## config.mk

```make
export PLATFORM = sky130hd
export DESIGN_NAME = mac_operand_sequencer
export DESIGN_NICKNAME = d
export VERILOG_FILES = /design/src/rtl/mac_seq_pkg.sv /design/src/rtl/mac_operand_fifo.sv /design/src/rtl/mac_operand_sequencer.sv
export SDC_FILE = /design/constraint.sdc
export NUM_CORES = 1
export LEC_CHECK = 0
export ABC_AREA = 1
export BUFFER_PORTS_ARGS = -buffer_cell sky130_fd_sc_hd__buf_2
export CORE_UTILIZATION = 46
export CTS_BUF_LIST = sky130_fd_sc_hd__clkbuf_4
export DETAILED_ROUTE_END_ITERATION = 16
export GPL_ROUTABILITY_DRIVEN = 0
export PLACE_DENSITY = 0.7
export SETUP_SLACK_MARGIN = 0.4
export SYNTH_ARGS = -nofsm -noshare
export SYNTH_HDL_FRONTEND = slang
export SYNTH_SLANG_ARGS = --single-unit
export TNS_END_PERCENT = 100
```

## constraint.sdc

```tcl
create_clock -name CLK -period 4.2 [get_ports CLK]
set_input_delay 0.63 -clock CLK [delete_from_list [all_inputs] [get_ports CLK]]
set_output_delay 0.63 -clock CLK [all_outputs]
set_load 0.02 [all_outputs]
```

## src/rtl/mac_seq_pkg.sv

```systemverilog
// Shared types and constants for the MAC operand sequencer.
// Operand widths, FSM states and the Q-preserving hold encoding.
package mac_seq_pkg;

  localparam int OPW  = 4;
  localparam int ACCW = 8;

  typedef enum logic [1:0] {
    S_IDLE,
    S_RUN,
    S_FLUSH
  } state_t;

  typedef struct packed {
    logic [OPW-1:0] a;
    logic [OPW-1:0] b;
  } pair_t;

  localparam logic [OPW-1:0] HOLD_A   = '0;
  localparam logic [OPW-1:0] HOLD_B   = '0;
  localparam logic           HOLD_MAC = 1'b1;

endpackage

```

## src/rtl/mac_operand_fifo.sv

```systemverilog
// Operand-pair FIFO: registered occupancy, no bypass,
// simultaneous push and pop both honoured.
module mac_operand_fifo
  import mac_seq_pkg::*;
#(
  parameter int DEPTH = 4,
  parameter int W     = 2*OPW,
  localparam int AW   = $clog2(DEPTH),
  localparam int CW   = $clog2(DEPTH+1)
) (
  input  logic          CLK,
  input  logic          RST,
  input  logic          push,
  input  logic          pop,
  input  logic [W-1:0]  din,
  output logic [W-1:0]  dout,
  output logic [CW-1:0] count,
  output logic          full,
  output logic          empty
);

  logic [W-1:0]  mem [DEPTH];
  logic [AW-1:0] wr_ptr;
  logic [AW-1:0] rd_ptr;
  logic          do_push;
  logic          do_pop;

  assign full    = (count == CW'(DEPTH));
  assign empty   = (count == '0);
  assign do_push = push && !full;
  assign do_pop  = pop && !empty;
  assign dout    = mem[rd_ptr];

  always_ff @(posedge CLK) begin
    if (do_push) mem[wr_ptr] <= din;
  end

  // DEPTH is a power of two, so pointers wrap naturally.
  always_ff @(posedge CLK or posedge RST) begin
    if (RST) begin
      wr_ptr <= '0;
      rd_ptr <= '0;
      count  <= '0;
    end else begin
      if (do_push) wr_ptr <= wr_ptr + AW'(1);
      if (do_pop)  rd_ptr <= rd_ptr + AW'(1);
      unique case ({do_push, do_pop})
        2'b10:   count <= count + CW'(1);
        2'b01:   count <= count - CW'(1);
        default: count <= count;
      endcase
    end
  end

endmodule

```

## src/rtl/mac_operand_sequencer.sv

```systemverilog
// Feeds A/B/MAC to the 4x4 MAC stage in frames of FRAME_LEN
// elements and pulses DONE when Q holds the frame sum.
module mac_operand_sequencer
  import mac_seq_pkg::*;
#(
  parameter int DEPTH = 4,
  parameter int LEN_W = 4,
  localparam int CW   = $clog2(DEPTH+1)
) (
  input  logic             CLK,
  input  logic             RST,
  input  logic             IN_VALID,
  output logic             IN_READY,
  input  logic [OPW-1:0]   IN_A,
  input  logic [OPW-1:0]   IN_B,
  input  logic             START,
  input  logic [LEN_W-1:0] FRAME_LEN,
  output logic             BUSY,
  output logic [OPW-1:0]   A,
  output logic [OPW-1:0]   B,
  output logic             MAC,
  output logic             DONE,
  output logic [CW-1:0]    COUNT
);

  state_t           state, state_n;
  logic [LEN_W-1:0] rem, rem_n;
  logic             first, first_n;
  logic [OPW-1:0]   a_n, b_n;
  logic             mac_n;
  logic             done_n;

  pair_t            fifo_din;
  pair_t            fifo_dout;
  logic             push;
  logic             pop;
  logic             full;
  logic             empty;

  assign fifo_din = '{a: IN_A, b: IN_B};
  assign push     = IN_VALID && IN_READY;
  assign pop      = (state == S_RUN) && !empty;
  assign IN_READY = !full;
  assign BUSY     = (state != S_IDLE);

  mac_operand_fifo #(
    .DEPTH (DEPTH),
    .W     (2*OPW)
  ) u_fifo (
    .CLK   (CLK),
    .RST   (RST),
    .push  (push),
    .pop   (pop),
    .din   (fifo_din),
    .dout  (fifo_dout),
    .count (COUNT),
    .full  (full),
    .empty (empty)
  );

  always_comb begin
    state_n = state;
    rem_n   = rem;
    first_n = first;
    a_n     = HOLD_A;
    b_n     = HOLD_B;
    mac_n   = HOLD_MAC;
    done_n  = 1'b0;
    unique case (state)
      S_IDLE: begin
        if (START && FRAME_LEN != '0) begin
          rem_n   = FRAME_LEN;
          first_n = 1'b1;
          state_n = S_RUN;
        end
      end
      S_RUN: begin
        // Empty FIFO is a bubble: hold Q, keep first/rem.
        if (!empty) begin
          a_n     = fifo_dout.a;
          b_n     = fifo_dout.b;
          mac_n   = ~first;
          first_n = 1'b0;
          rem_n   = rem - LEN_W'(1);
          if (rem == LEN_W'(1)) state_n = S_FLUSH;
        end
      end
      S_FLUSH: begin
        done_n  = 1'b1;
        state_n = S_IDLE;
      end
      default: state_n = S_IDLE;
    endcase
  end

  always_ff @(posedge CLK or posedge RST) begin
    if (RST) begin
      state <= S_IDLE;
      rem   <= '0;
      first <= 1'b0;
      A     <= HOLD_A;
      B     <= HOLD_B;
      MAC   <= HOLD_MAC;
      DONE  <= 1'b0;
    end else begin
      state <= state_n;
      rem   <= rem_n;
      first <= first_n;
      A     <= a_n;
      B     <= b_n;
      MAC   <= mac_n;
      DONE  <= done_n;
    end
  end

endmodule

```

# Word-level counts from Yosys, hierarchy flattened
# Memories as Yosys holds them, arrays and structs flattened.
# Cells that the tools add are included.
[totals] ff_bits=24 latchBits=0 ramBits=32 romBits=0 in_bits=16 output_inout_bits=15 word_cells=61 memories=1
[memory_table] memory="u_fifo.mem" depth=4 width=8 rd=1 rd_clocked_by_memory_dff=0 write_ports=1 line_no="mac_operand_fifo.sv:22" text="logic [W-1:0] mem [DEPTH];"
[op_classes] add_sub_neg=5 n_mul=0 div_mod_pow=0 magnitude_cmp=0 eq_ne=9 n_shift=0 muxes=20 bitwise=1 reduce_logical=15
[op_table] op="two-way mux 4 bit" n=6
[op_table] op="case mux 4 bit (2 select lines)" n=1
[op_table] op="two-way mux 1 bit" n=7
[op_table] op="two-way mux 2 bit" n=3
[op_table] op="case mux 3 bit (2 select lines)" n=1
[op_table] op="AND reduction 3 bit" n=2
[op_table] op="nonzero test 2 bit" n=3
[op_table] op="logical AND 1 bit" n=5
[op_table] op="adder 2 x 1 -> 2 bit, second input constant" n=2
[op_table] op="equality test 2 x 1 -> 1 bit, second input constant" n=2
[op_table] op="equality test 2 bit, second input constant" n=2
[op_table] op="equality test 4 x 1 -> 1 bit, second input constant" n=1
[op_table] op="!= test 2 bit, second input constant" n=2
[op_table] op="case mux 2 bit (2 select lines)" n=1
[op_table] op="nonzero test 4 bit" n=1
[op_table] op="subtractor 4 x 1 -> 4 bit, second input constant" n=1
[op_table] op="adder 3 x 1 -> 3 bit, second input constant" n=1
[op_table] op="equality test 3 bit, second input constant" n=1
[op_table] op="logical NOT 3 bit" n=1
[op_table] op="subtractor 3 x 1 -> 3 bit, second input constant" n=1
[op_table] op="logical NOT 1 bit" n=2
[op_table] op="logical NOT 2 bit" n=1
[op_table] op="!= test 2 x 1 -> 1 bit, second input constant" n=1
[op_table] op="case mux 1 bit (2 select lines)" n=1
[op_table] op="NOT 1 bit" n=1

# Logic depth before layout (Yosys ltp)
[logic_depth] depth_word=6 depth_mapped=10

# Cells and area by module
# A second synthesis with hierarchy kept.
[hier_totals] hier_cells=252 area_unflattened_um2=2538.7
[by_module_without_submodules] module="mac_operand_fifo" instances=1 cells_each=155 area_per_inst_um2=1755.4 seq_area_each_um2=1136.1
[by_module_without_submodules] module="mac_operand_sequencer" instances=1 cells_each=97 area_per_inst_um2=783.3 seq_area_each_um2=426.7

# Least setup slack after synthesis
# Ideal clock, no wire load.
[synth_timing] path_type="register to register" start="register u_fifo.count[0]" end="register u_fifo.count[2]" setup_ns=0.131 arrival_ns=1.926 t_required_ns=4.069 path_slack_ns=2.143 path_stages_with_launch=9 path_cell_list="dfrtp_1 inv_2 nand3_1 nand2_2 ha_1 fa_1 a21oi_1 o21ai_0 xor2_1"
[synth_between] elab_chain_cells=6 elab_cells_between_ends=14 cone_classes="2 x add/sub; 3 x eq/ne; 1 x mux; 8 x reduce/logical"
[synth_rtl] element="start: declaration" line_no="mac_operand_fifo.sv:17" text="output logic [CW-1:0] count,"
[synth_rtl] element="start signal: assignment" line_no="mac_operand_fifo.sv:48" text="2'b10: count <= count + CW'(1);"
[synth_rtl] element="start signal: assignment" line_no="mac_operand_fifo.sv:49" text="2'b01: count <= count - CW'(1);"
[synth_rtl] element="start signal: assignment" line_no="mac_operand_fifo.sv:50" text="default: count <= count;"
[synth_rtl] element="equality test 3 bit *" line_no="mac_operand_fifo.sv:28" text="assign full = (count == CW'(DEPTH));"
[synth_rtl] element="logical NOT 1 bit *" line_no="mac_operand_sequencer.sv:43" text="assign IN_READY = !full;"
[synth_rtl] element="named net IN_READY" line_no="mac_operand_sequencer.sv:13" text="output logic IN_READY,"
[synth_rtl] element="logical AND 1 bit" line_no="mac_operand_sequencer.sv:41" text="assign push = IN_VALID && IN_READY;"
[synth_rtl] element="logical AND 1 bit *" line_no="mac_operand_fifo.sv:30" text="assign do_push = push && !full;"
[synth_rtl] element="equality test 2 x 1 -> 1 bit / equality test 2 bit (equally long branches)" line_no="mac_operand_fifo.sv:47" text="unique case ({do_push, do_pop})"
[synth_rtl] element="case mux 3 bit (2 select lines) / nonzero test 2 bit (equally long branches)"
# The timed path passes the listed nets; every way through them passes the cells marked *.
# A chain may end at the register's enable or synchronous reset.

# Worst setup path after layout
[layout_timing] start="register u_fifo.count[0]" end="register u_fifo.count[2]"
[layout_between] elab_chain_cells=6 elab_cells_between_ends=14 cone_classes="2 x add/sub; 3 x eq/ne; 1 x mux; 8 x reduce/logical"
[layout_rtl] element="logical NOT 3 bit *" line_no="mac_operand_fifo.sv:29" text="assign empty = (count == '0);"
[layout_rtl] element="logical NOT 1 bit *" line_no="mac_operand_fifo.sv:31, mac_operand_sequencer.sv:42"
[layout_rtl] element="logical AND 1 bit" line_no="mac_operand_sequencer.sv:42" text="assign pop = (state == S_RUN) && !empty;"
[layout_rtl] element="logical AND 1 bit *" line_no="mac_operand_fifo.sv:31" text="assign do_pop = pop && !empty;"
[layout_rtl] element="named net u_fifo.do_pop" line_no="mac_operand_fifo.sv:26" text="logic do_pop;"
[layout_rtl] element="equality test 2 x 1 -> 1 bit / equality test 2 bit (equally long branches)" line_no="mac_operand_fifo.sv:47"
[layout_rtl] element="case mux 3 bit (2 select lines) / nonzero test 2 bit (equally long branches)"
# Marks and branches as above.

==> impl_metrics.py <==
metrics = {
    "global_routing": {
        "grt.overflow.total": 0,
        "grt_use_total_pct": 16.9,
        "antenna_found_initial": 0,
        "grt_pass1_wl_um": 6590,
        "grt_max_degree": 25,
        "grt_pass1_vias": 1391,
    },
    "setup_path": {
        "slowest_delay_ns": 0.47,
        "r2r-end": "u_fifo.count[2]",
        "worstPathArrival_ns": 2.33,
        "critPathKind": "flip-flop to flip-flop",
        "critPathLaunchType": "flip-flop",
        "worst-r2r-setup-slack_ns": 2.14,
        "end_kind": "flip-flop",
        "crit_fanout": 12,
        "cp_data_required_time_ns": 4.47,
        "r2r-start": "u_fifo.count[0]",
        "crit_chain": "inv_2, nand3_2, nand2_4, inv_1, ha_1, fa_1, a21oi_1, o21ai_0, xor2_1",
        "cp_slowest_cell": "dfrtp_1",
        "r2r_cells": 9,
    },
    "floorplan": {
        "die_area_um2": 5500,
        "fp.dieH_um": 74.1,
        "initial_core_util_pct": 49.4,
        "core_um2": 4850,
        "die_w_um": 74.1,
        "ios": 31,
        "fp-row-count": 25,
    },
    "yosys": {
        "ys_seq_area_share_pct": 65.3,
        "synth.yosys.warnings": 0,
        "ys_ff_latch": 56,
        "synthArstFlopShare_pct": 42.9,
        "netlist_area_um2": 2390,
        "synth.avg_cell_area_um2": 11.2,
        "syn-num-nets": 238,
        "synth_cell_types": 26,
        "syn_inst": 214,
        "synth_edf_count": 32,
        "synth_ff_type": "edfxtp_1",
    },
    "detailed_routing": {
        "drt-pass1-iter-count": 4,
        "ant_nets": 0,
        "drc": 0,
        "via_per_inst": 4.77,
        "drt-initial-drc-count": 91,
        "drt-total-wl_um": 4000,
        "wl_per_cell_um": 12.7,
        "vias": 1498,
    },
    "power_and_ir_drop": {
        "ir_drop_uv": 311,
        "power_frac_comb_pct": 41.5,
        "seq_power_share_pct": 46.3,
        "p_sw_mw": 0.803,
        "intPower_mw": 1.11,
        "swShare_pct": 42.0,
        "p_leak_nw": 1.16,
        "power.total_mw": 1.91,
        "clockPowerShare_pct": 12.3,
        "power_density_nw_per_um2": 726,
    },
    "finish": {
        "fin_nets": 270,
        "stdcell_area_um2": 2630,
        "mostFrequentLayoutCells": "nor2_1 (46), edfxtp_1 (32), buf_2 (30)",
        "area_delta_synth_final_pct": 9.93,
        "final_cells": 314,
        "drive_gt1_share_pct": 21.9,
        "antenna_cells": 0,
        "final_common_cell": "nor2_1",
        "fin_util_pct": 54.3,
    },
    "clock_network": {
        "holdBufCountCts": 0,
        "cts_resized": 0,
        "cts_sinks": 56,
        "post_cts_buffers": 0,
        "clkSlewWorstSetupHoldPaths_ns": 0.16,
        "cts_htree_levels": 2,
        "cts-root-buf": "clkbuf_4",
        "clockBufferDepth": 2,
        "clk_latency_ns": 0.37,
        "cts_buffers": 5,
        "tritoncts": "built",
    },
    "timing": {
        "hold_slack_ns": 0.414,
        "max_slew_margin_pct": 37.6,
        "fin_crit_ns": 2.06,
        "period_share_pct": 49.0,
        "finalSetupTns_ns": 0,
        "hold_viol": 0,
        "setup_viol": 0,
        "worst_pin_slew_ns": 0.934,
        "fmax_mhz": 486,
        "rsz0062_at_grt": "false",
        "fin_ws_ns": 2.14,
        "slew_violations": 0,
        "skew_ns": 0.0144,
    },
    "place": {
        "dp_hpwl_um": 2700,
        "dpl-instance-area_um2": 2570,
        "dp_worst_setup_slack_ns": 2.17,
        "io_buffers": 30,
        "placed_cells": 306,
    },
    "min_path": {
        "holdPathStages": 1,
        "min_to": "MAC",
        "hp-start": "first",
        "hold_path.class": "flip-flop to flip-flop",
    },
    "job": {
        "cap_viol_max_count": 0,
    },
    "outcome": {
        "status": "completed",
    },
}
[critical path, delay by kind of cell, from the launching register on]
kind	cells	cell delay [ns]
adders and majority gates	2	0.63
DFF	1	0.47
and+or+nand+nor	2	0.27
AOI/OAI and AO/OA	2	0.24
buffers and inverters	2	0.19
xor gates and xnor gates	1	0.16
[synthesized netlist by cell type (2+ instances only)]
library cell,number,area [µm²]
a21oi_1,11,55.1
buf_6,3,33.8
dfrtp_1,23,576
edfxtp_1,32,961
ha_1,7,87.6
inv_1,16,60.1
inv_2,3,11.3
nand2_1,26,97.6
nand2_2,2,12.5
nand2_4,2,22.5
nand3_1,4,20.0
nand3_2,2,20.0
nor2_1,46,173
nor2_2,2,12.5
o21ai_0,12,60.1
o21ai_1,11,55.1
xor2_1,3,26.3
[worst max-delay path by stage]
stage                     from               to  cells after the start
4_1_cts        u_fifo.count[0]  u_fifo.count[2]                      9
6_report       u_fifo.count[0]  u_fifo.count[2]                      9
5_1_grt        u_fifo.count[0]  u_fifo.count[2]                      9
3_5_place_dp   u_fifo.count[0]  u_fifo.count[2]                      9
2_1_floorplan  u_fifo.count[0]  u_fifo.count[2]                      8
3_3_place_gp   u_fifo.count[0]  u_fifo.count[2]                      9
[power by group through the flow]
stage / combinational (mW) / sequential [mW] / clock, mW
2_1_floorplan: 0.626 / 0.907 / 0
3_3_place_gp: 0.786 / 0.896 / 0
4_1_cts: 0.802 / 0.887 / 0.245
5_1_grt: 0.918 / 0.906 / 0.261
3_5_place_dp: 0.801 / 0.899 / 0
6_report: 0.792 / 0.884 / 0.235
[sequential cells by signal, summed over array words and instances (netlist names)]
signal / flops
u_fifo.mem: 32
A: 4
B: 4
rem: 4
u_fifo.count: 3
state: 2
u_fifo.rd_ptr: 2
u_fifo.wr_ptr: 2
DONE: 1
MAC: 1
first: 1
[kinds of logic (layout without fill, tap and decap cells)]
| family | count (synthesis) | count (layout) | synth area share, % |
|---|---|---|---|
| AOI/OAI and AO/OA | 34 | 34 | 7.11 |
| xor gates and xnor gates | 4 | 4 | 1.46 |
| adders and majority gates | 8 | 8 | 4.50 |
| buffers and inverters | 26 | 59 | 5.96 |
| DFF | 56 | 56 | 65.3 |
| and+or+nand+nor | 86 | 86 | 15.7 |
[final cells by class]
class | count | area, µm²
Fill cell | 431 | 2220
Sequential cell | 56 | 1560
Multi-Input combinational cell | 132 | 688
Timing Repair Buffer | 30 | 150
Inverter | 21 | 86.3
Tap cell | 67 | 83.8
Clock buffer | 5 | 37.5
Clock inverter | 3 | 22.5
[per-layer routing]
metal	share of wire (%)	vias up	track usage [%]
met4	1.3	0	7.48
met2	50	36	26.4
met5	0	-	0
met3	4.3	4	4.07
met1	45	698	22.6
li1	-	760	-
Note: power is estimated with default switching activity, not from simulation.
